--- src/rtl/video_fetch_rbuf.sv ---
// video_fetch_rbuf: scanline read fetcher with an NTAG-slot reorder buffer; returns beats in address order.
// Latency: request issues 1 cycle after line_start; beat is presented 1 cycle after its ack at the earliest.
// Backpressure: dat_rdy low holds the head beat; issue stops once all NTAG slots are busy; resp.stall holds the request.
//
// Ports:
//   clk, rst (async, active-low)                    clock / reset
//   line_start, base_adr[31:0], nbeats[11:0]        scanline fetch command
//   req  (fta_cmd_request128_t)                     read request: cyc/stb/we/sel/tid/adr
//   resp (fta_cmd_response128_t)                    memory response: ack/stall/tid/dat
//   dat_o[127:0], dat_vld, dat_rdy                  in-order beat stream
//   busy, line_done (pulse), overrun, bad_tid (sticky) status
//   timeout (sticky)                                only when VIDEO_FETCH_TIMEOUT_EN is defined
//
// Optional feature: define VIDEO_FETCH_TIMEOUT_EN to add per-slot age counters. A slot that
// waits 255 cycles for its ack is filled with 128'hDEADBEEF... and the sticky timeout output is set.

package fta_pkg;
    typedef struct packed {
        logic        cyc;
        logic        stb;
        logic        we;
        logic [15:0] sel;
        logic [7:0]  tid;
        logic [31:0] adr;
    } fta_cmd_request128_t;

    typedef struct packed {
        logic         ack;
        logic         stall;
        logic [7:0]   tid;
        logic [127:0] dat;
    } fta_cmd_response128_t;
endpackage

module video_fetch_rbuf
    import fta_pkg::*;
#(
    parameter int NTAG       = 8,
    parameter int BEAT_BYTES = 16
) (
    input  logic                 clk,
    input  logic                 rst,
    input  logic                 line_start,
    input  logic [31:0]          base_adr,
    input  logic [11:0]          nbeats,
    output fta_cmd_request128_t  req,
    input  fta_cmd_response128_t resp,
    output logic [127:0]         dat_o,
    output logic                 dat_vld,
    input  logic                 dat_rdy,
    output logic                 busy,
    output logic                 line_done,
    output logic                 overrun,
    output logic                 bad_tid
`ifdef VIDEO_FETCH_TIMEOUT_EN
    ,
    output logic                 timeout
`endif
);

    localparam int PW = $clog2(NTAG);
    typedef logic [PW-1:0] ptr_t;

    typedef enum logic [1:0] {
        IDLE  = 2'd0,
        FETCH = 2'd1,
        DRAIN = 2'd2
    } state_t;

    state_t          state;
    state_t          state_nxt;
    logic            done_nxt;

    logic [31:0]     base_q;
    logic [11:0]     nbeats_q;
    logic [11:0]     issue_cnt;
    logic [11:0]     retire_cnt;
    ptr_t            iptr;
    ptr_t            hptr;
    // slot_busy: issued and not yet consumed; slot_fill: data has arrived.
    // A slot is in flight when busy and not filled.
    logic [NTAG-1:0] slot_busy;
    logic [NTAG-1:0] slot_fill;
    logic [127:0]    slot_dat [NTAG];

    logic            consume;
    logic            iptr_free;
    logic            issue_pend;
    logic            issue;
    logic            start_fetch;
    ptr_t            ack_idx;
    logic            ack_ok;
    logic            ack_bad;

    assign dat_vld = slot_fill[hptr];
    assign dat_o   = slot_dat[hptr];
    assign consume = dat_vld && dat_rdy;
    assign busy    = (state != IDLE);

    // The head slot being consumed this cycle may be handed straight back to the issue side.
    assign iptr_free   = !slot_busy[iptr] || (consume && (hptr == iptr));
    assign issue_pend  = (state == FETCH) && (issue_cnt != nbeats_q) && iptr_free;
    assign issue       = issue_pend && !resp.stall;
    assign start_fetch = (state == IDLE) && line_start && (nbeats != 12'd0);

    // Tags carry the slot index in the low bits; any upper bit set can't belong to us.
    assign ack_idx = resp.tid[PW-1:0];
    assign ack_ok  = resp.ack && (resp.tid[7:PW] == '0) &&
                     slot_busy[ack_idx] && !slot_fill[ack_idx];
    assign ack_bad = resp.ack && !ack_ok;

    // Request fields are pure functions of held state, so they stay put while stalled.
    always_comb begin
        req     = '0;
        req.cyc = issue_pend;
        req.stb = issue_pend;
        req.we  = 1'b0;
        req.sel = '1;
        req.tid = 8'(iptr);
        req.adr = base_q + 32'(issue_cnt) * 32'(BEAT_BYTES);
    end

    // ---------------- FSM ----------------
    always_ff @(posedge clk or negedge rst) begin
        if (!rst) begin
            state     <= IDLE;
            line_done <= 1'b0;
        end else begin
            state     <= state_nxt;
            line_done <= done_nxt;
        end
    end

    always_comb begin
        state_nxt = state;
        done_nxt  = 1'b0;
        case (state)
            IDLE: begin
                if (line_start) begin
                    if (nbeats != 12'd0) state_nxt = FETCH;
                    else                 done_nxt  = 1'b1;
                end
            end
            FETCH: begin
                if (issue_cnt == nbeats_q) state_nxt = DRAIN;
            end
            DRAIN: begin
                if (retire_cnt == nbeats_q) begin
                    state_nxt = IDLE;
                    done_nxt  = 1'b1;
                end
            end
            default: state_nxt = IDLE;
        endcase
    end

`ifdef VIDEO_FETCH_TIMEOUT_EN
    logic [7:0]      age [NTAG];
    logic [NTAG-1:0] to_fire;
    logic            timeout_q;

    assign timeout = timeout_q;

    // An ack landing in the same cycle wins over the timeout fill.
    always_comb begin
        to_fire = '0;
        for (int k = 0; k < NTAG; k++) begin
            to_fire[k] = slot_busy[k] && !slot_fill[k] && (age[k] == 8'd254) &&
                         !(ack_ok && (ack_idx == ptr_t'(k)));
        end
    end
`endif

    // ---------------- slot bookkeeping ----------------
    always_ff @(posedge clk or negedge rst) begin
        if (!rst) begin
            base_q     <= '0;
            nbeats_q   <= '0;
            issue_cnt  <= '0;
            retire_cnt <= '0;
            iptr       <= '0;
            hptr       <= '0;
            slot_busy  <= '0;
            slot_fill  <= '0;
            overrun    <= 1'b0;
            bad_tid    <= 1'b0;
`ifdef VIDEO_FETCH_TIMEOUT_EN
            timeout_q  <= 1'b0;
            for (int k = 0; k < NTAG; k++) age[k] <= '0;
`endif
        end else begin
            if (consume) begin
                slot_busy[hptr] <= 1'b0;
                slot_fill[hptr] <= 1'b0;
                hptr            <= hptr + 1'b1;
                retire_cnt      <= retire_cnt + 12'd1;
            end
            if (ack_ok) begin
                slot_fill[ack_idx] <= 1'b1;
            end
            // Placed after the consume clear so a same-cycle reissue of the head slot sticks.
            if (issue) begin
                slot_busy[iptr] <= 1'b1;
                iptr            <= iptr + 1'b1;
                issue_cnt       <= issue_cnt + 12'd1;
            end
            if (start_fetch) begin
                base_q     <= base_adr;
                nbeats_q   <= nbeats;
                issue_cnt  <= '0;
                retire_cnt <= '0;
            end
            if (line_start && (state != IDLE)) overrun <= 1'b1;
            if (ack_bad)                       bad_tid <= 1'b1;
`ifdef VIDEO_FETCH_TIMEOUT_EN
            for (int k = 0; k < NTAG; k++) begin
                if (issue && (iptr == ptr_t'(k))) begin
                    age[k] <= '0;
                end else if (slot_busy[k] && !slot_fill[k]) begin
                    age[k] <= age[k] + 8'd1;
                end
                if (to_fire[k]) slot_fill[k] <= 1'b1;
            end
            if (|to_fire) timeout_q <= 1'b1;
`endif
        end
    end

    // Beat storage needs no reset: slot_fill gates every read.
    always_ff @(posedge clk) begin
        if (ack_ok) slot_dat[ack_idx] <= resp.dat;
`ifdef VIDEO_FETCH_TIMEOUT_EN
        for (int k = 0; k < NTAG; k++) begin
            if (to_fire[k]) slot_dat[k] <= {4{32'hDEAD_BEEF}};
        end
`endif
    end

endmodule

--- config.mk ---
export PLATFORM = sky130hd
export DESIGN_NAME = video_fetch_rbuf
export DESIGN_NICKNAME = d
export VERILOG_FILES = /design/src/rtl/video_fetch_rbuf.sv
export SDC_FILE = /design/constraint.sdc
export NUM_CORES = 1
export LEC_CHECK = 0
export CAP_MARGIN = 20
export CORE_MARGIN = 3
export CORE_UTILIZATION = 50
export CTS_CLUSTER_DIAMETER = 30
export DETAILED_ROUTE_END_ITERATION = 8
export MAX_ROUTING_LAYER = met4
export PLACE_DENSITY_LB_ADDON = 0.15
export SLEW_MARGIN = 25
export SYNTH_ARGS = -nofsm -noshare
export SYNTH_HDL_FRONTEND = slang
export SYNTH_SLANG_ARGS = --single-unit
export TNS_END_PERCENT = 10
--- constraint.sdc ---
create_clock -name clk -period 36.9 [get_ports clk]
set_input_delay 3.69 -clock clk [delete_from_list [all_inputs] [get_ports clk]]
set_output_delay 3.69 -clock clk [all_outputs]
set_load 0.005 [all_outputs]
==> impl_metrics.toml, run 1 <==
[outcome]
status = "completed"

[finish]
area_growth_pct = 27.9
finalNetCount = 2816
final_design_area_no_fill_um2 = 56200
n_fill_cell = 5830
mostFrequentLayoutCells = "edfxtp_1, clkdlybuf4s50_1, mux4_2"
drive_above_1_share_pct = 28.6
layout_commonest_cell = "edfxtp_1"

[min_path]
min-delay-path-class = "flop to flop"

[worst_setup_path]
path_max_fanout = 3
r2r_end = "slot_dat[2][75]"
start_kind = "primary input"
rr_worst_depth = 8
critPathKind = "primary input to primary output"
ff2ff_setup_slack_ns = 32.95
crit_arrival_ns = 5.12
timing.rr.start = "slot_fill[0]"
crit_path_end_kind = "primary output"
crit_path_end = "req[57]"
crit_start = "dat_rdy"
required_ns = 33.21

[power]
ir_worst_vdd_mv = 0.0626
p_per_area_nw_per_um2 = 72.8
p_leak_nw = 18.7

[clocking]
cts_setup_buffers = 0
clk_pin_slew_ns = 0.04
htreeDepth = 4
cts_resized = 0
clock-root-buffer = "clkbuf_16"
ctsHoldBuffers = 0
cts_buffers = 209
clock_sinks = 1119
clock_latency_ns = 0.78
cts_max_path_buffers = 3
cts_tree = "done"

[sta]
worstMarginPinSlew_ns = 1.29
rsz0062_at_grt = "false"
finalHoldViolCount = 0
period_share_pct = 23.9
fmax_mhz = 113
layout_min_cycle_time_ns = 8.81
skew_ns = 0.0382
worst_slack_ns = 28.09
slew_headroom_pct = 13.9
finalSetupViolations = 0
finalMaxSlewViolations = 0
tns_ns = 0

[floorplan]
design.core.area_um2 = 87000
die_x_um = 302
dieArea_um2 = 91500
rows = 108
io_pins = 378
initial_core_util_pct = 50.5
fp.dieH_um = 302

[global_routing]
grt_start_max_net_pins = 129
grt_pass1_vias = 23858
antenna_found_initial = 15
grt_pass1_wl_mm = 145
grt_use_total_pct = 21.9
overflow = 0

[logic_synthesis]
ys_seq_area_share_pct = 75.4
yosys.cell_types.count = 53
synth_ff_type = "edfxtp_1"
synth.avg_cell_area_um2 = 20.6
ys_ff_latch = 1119
ys_warn_count = 0
syn_area_um2 = 43900
netlist_instances = 2131
synth-edff-count = 1024
async_flop_share_pct = 8.49

[routing]
dr.pass1.iters = 6
wl_mm = 94.9
drtIter0Drc = 1581
wl_per_cell_um = 23.9
drc_errors = 0
routed_via_density = 5.55
drtAntennaViolNets = 0
vias = 22038

[placement]
place_hpwl_mm = 49.1
place_area_um2 = 48700
preCtsSetupSlack_ns = 28.10
gp_congestion = 0.825
port_buffers = 355

[run]
max-cap-violations = 0
## logic make-up (layout without fill, tap and decap cells)
family                   after synthesis  in the layout  share of synthesized area (%)
flip-flops                          1119           1119                           75.4
multiplexers                         399            399                           16.8
AND/OR/NAND/NOR                      311            311                           3.22
buffers and inverters                137            784                           1.51
AO/OA/AOI/OAI                         81             81                           1.22
XOR/XNOR                              65             65                           1.30
adder cells (fa/ha/maj)               17             17                          0.501
other                                  2             37                         0.0171
## layer usage
metal | part of all wire, % | global-route usage, % | up-vias | wire length, µm
li1 | - | - | 9703 | -
met1 | 41 | 27.5 | 11484 | 38700
met2 | 50 | 34.6 | 676 | 47300
met3 | 7.1 | 6.28 | 175 | 6760
met4 | 2.3 | 7.50 | 0 | 2230
met5 | 0 | - | - | 0
## flip-flops by register name, summed over array words and instances (netlist names)
name,flops
retire_cnt,12
base_q,32
slot_dat,1024
slot_fill,8
iptr,3
nbeats_q,12
overrun,1
line_done,1
hptr,3
bad_tid,1
slot_busy,8
issue_cnt,12
state,2
## stage by stage
stage	power (mW)	hold WS, ns	util, %	cells
floorplan	1.91	0.447	-	2151
CTS	4.14	0.458	64.5	3951
global placement	2.19	0.438	56.0	3555
finish	4.09	0.459	64.6	3968
detailed placement	2.19	0.449	56.0	3555
global route	4.27	0.482	64.6	3967
## area by class of cell
class	instances	area, µm²	area share, %
multi-input combinational	895	10300	18.3
clock inverter	167	2030	3.62
inverter	7	26.3	0.0467
clock buffer	229	5380	9.56
tap	1155	1450	2.57
antenna	15	37.5	0.0668
sequential	1119	33100	58.9
timing repair buffer	381	3880	6.90
## how the worst min path moves through the flow
stage	from	end	slack (ns)	depth (start not counted)
2_1_floorplan	base_q[0]	base_q[0]	0.45	2
3_3_place_gp	overrun	overrun	0.44	1
3_5_place_dp	overrun	overrun	0.45	1
4_1_cts	overrun	overrun	0.46	1
5_1_grt	overrun	overrun	0.48	1
6_report	overrun	overrun	0.46	1
## power by group
group          switching, mW  total (mW)  internal [mW]
logic                  0.286       0.687          0.401
registers             0.0524        1.47           1.42
clock network          0.671        1.93           1.26
total                   1.01        4.09           3.08
## cells in the mapped netlist (all sizes together), types with 3 or more instances
cell type	count	area (µm²)
edfxtp	1024	30700
nand2b	12	75.1
clkbuf	75	282
nand3	19	100
xor2	30	263
o21bai	3	22.5
xnor2	35	307
a21o	7	52.6
nor2	30	113
a211oi	4	30.0
mux2	133	1500
a21oi	13	65.1
or4	4	30.0
buf	55	358
dfrtp	95	2380
o211ai	3	22.5
o21ai	22	110
and3	9	56.3
nand4	14	87.6
mux4	259	5830
or3	5	31.3
a31o	3	26.3
inv	7	26.3
ha	16	200
mux2i	7	70.1
nor3b	3	22.5
nor2b	4	25.0
nor4	10	62.6
o31ai	15	113
nor3	21	105
nand2	173	649
## worst max-delay path: stages
cell and delay (ns):
clkdlybuf4s50_1 0.51, a31o_1 0.21, nor2b_1 0.19, clkdlybuf4s50_1 0.53
No activity file was read; power rests on OpenSTA's default activity.
==> run 2, diff against run 1 <==
- clock period: 36.9 -> 8.71 ns (I/O delays scaled with it)
==> run 2 against run 1 <==
  * Total power rose to 4.2 times the previous value
  * Largest power group unchanged
  * Die area unchanged
  * Count of clock-buffer cells in the layout down 1
  * Critical path type is now flop to primary output
==> impl_metrics.toml, run 2 (synthesized netlist as in run 1, its figures left out) <==
[routing]
routed_via_density = 5.56
vias = 21990
dr.pass1.iters = 6
wl_mm = 95.5
wl_per_cell_um = 24.1
drc_errors = 0
drtAntennaViolNets = 0
drtIter0Drc = 1564

[sta]
period_share_pct = 60.7
hold_ws_ns = 0.0709
finalSetupViolations = 0
layout_min_cycle_time_ns = 5.29
finalHoldViolCount = 0
slew_headroom_pct = 17.4
fmax_mhz = 189
rsz0062_at_grt = "false"
worstMarginPinSlew_ns = 1.24
skew_ns = 0.0243
finalMaxSlewViolations = 0

[finish]
finalNetCount = 2810
max_flop_register = "slot_dat"
n_fill_cell = 5903
area_growth_pct = 27.1
layout_commonest_cell = "edfxtp_1"
final_util_pct = 64.2
reg_top3 = "slot_dat (1024), base_q (32)"
final_design_area_no_fill_um2 = 55900
drive_above_1_share_pct = 27.6
mostFrequentLayoutCells = "edfxtp_1, clkdlybuf4s50_1, mux4_2"
largest_reg_flops = 1024

[worst_setup_path]
critPathKind = "flop to primary output"
required_ns = 7.84
crit_start = "hptr[0]"
start_kind = "flop"
timing.rr.start = "hptr[0]"
max_stage_delay_ns = 0.97
path_cells = "buf_4 -> buf_4 -> mux4_2 -> mux2_2 -> clkdlybuf4s50_1"
path_buf_inv = 3
path_delay_family = "buffers and inverters"
crit_path_end = "dat_o[36]"
path_depth = 5
crit_path_top_delay_cell = "dfrtp_4"
rr_worst_depth = 7
crit_arrival_ns = 4.42
crit_path_end_kind = "primary output"
cpMostUsedCell = "buf_4"
ff2ff_setup_slack_ns = 4.98
r2r_end = "issue_cnt[9]"
path_max_fanout = 41

[run]
max-cap-violations = 0

[clocking]
htreeDepth = 4
cts_resized = 0
clock_sinks = 1119
cts_buffers = 202
clock-root-buffer = "clkbuf_16"
ctsHoldBuffers = 0
clock_latency_ns = 0.76
cts_setup_buffers = 0
cts_tree = "done"
clk_pin_slew_ns = 0.05
cts_max_path_buffers = 3

[global_routing]
grt_pass1_wl_mm = 145
grt_start_max_net_pins = 132
grt_use_total_pct = 22.0
grt_pass1_vias = 23613
antenna_found_initial = 21
overflow = 0

[floorplan]
initial_core_util_pct = 50.5
rows = 108
die_x_um = 302
fp.dieH_um = 302
design.core.area_um2 = 87000
io_pins = 378
dieArea_um2 = 91500

[placement]
gp_congestion = 0.861
place_hpwl_mm = 51.2
place_area_um2 = 48800
port_buffers = 355

[power]
p_per_area_nw_per_um2 = 305
seqPwrFrac_pct = 36.9
p_leak_nw = 18.6
p_sw_mw = 4.08
power_frac_clock_pct = 46.2
ir_worst_vdd_mv = 0.228
p_sw_share_pct = 24.0
p_comb_share_pct = 16.9
power_mw = 17.0
internal_power_mw = 12.9

[outcome]
status = "completed"

[min_path]
min-delay-path-class = "primary input to async pin"
## run 2: cell types whose count changed in the layout (fill, tap and decap cells not counted), sizes merged
cell and delta:
diode +6, clkinvlp -8, bufinv +2, inv -18, clkinv +6, buf +1
clkbuf -1
## run 2: worst min-delay path by stage
stage	from	endpoint	slack, ns	cells after the start
floorplan	base_q[0]	base_q[0]	0.45	2
global placement	overrun	overrun	0.45	1
detailed placement	overrun	overrun	0.47	1
CTS	rst	nbeats_q[7]	0.03	1
global route	rst	nbeats_q[4]	0.07	1
finish	rst	overrun	0.07	1
## run 2: final cells by class
cell class              count  area (µm²)  area share [%]
multi-input cells         895       10300            18.4
flip-flops and latches   1119       33100            59.3
clock buffers             228        5280            9.45
diodes                     21        52.6          0.0941
repair buffers            382        3890            6.96
inverters                   7        26.3          0.0470
well taps                1155        1450            2.59
clock inverters           149        1730            3.09
## run 2: power groups by stage
| stage | registers (mW) | clock network [mW] | logic, mW |
|---|---|---|---|
| after global placement | 6.38 | 0 | 2.90 |
| after CTS | 6.29 | 8.00 | 2.94 |
| after global routing | 6.32 | 8.27 | 3.13 |
| final | 6.29 | 7.86 | 2.88 |
| after detailed placement | 6.39 | 0 | 2.92 |
| after floorplan | 6.23 | 0 | 1.84 |
## run 2: through the flow
step	instances	setup slack, ns	TNS (ns)
2_1_floorplan	2151	-2.80	-2349.71
3_3_place_gp	3557	4.02	0
3_5_place_dp	3557	4.00	0
4_1_cts	3934	3.18	0
5_1_grt	3955	2.97	0
6_report	3956	3.42	0
## run 2: layer usage
layer | routed length (µm) | part of all wire, % | global-route usage, %
met4 | 2000 | 2.1 | 7.46
met2 | 48000 | 50 | 34.7
met5 | 0 | 0 | -
met3 | 5990 | 6.3 | 5.55
met1 | 39500 | 41 | 28.2
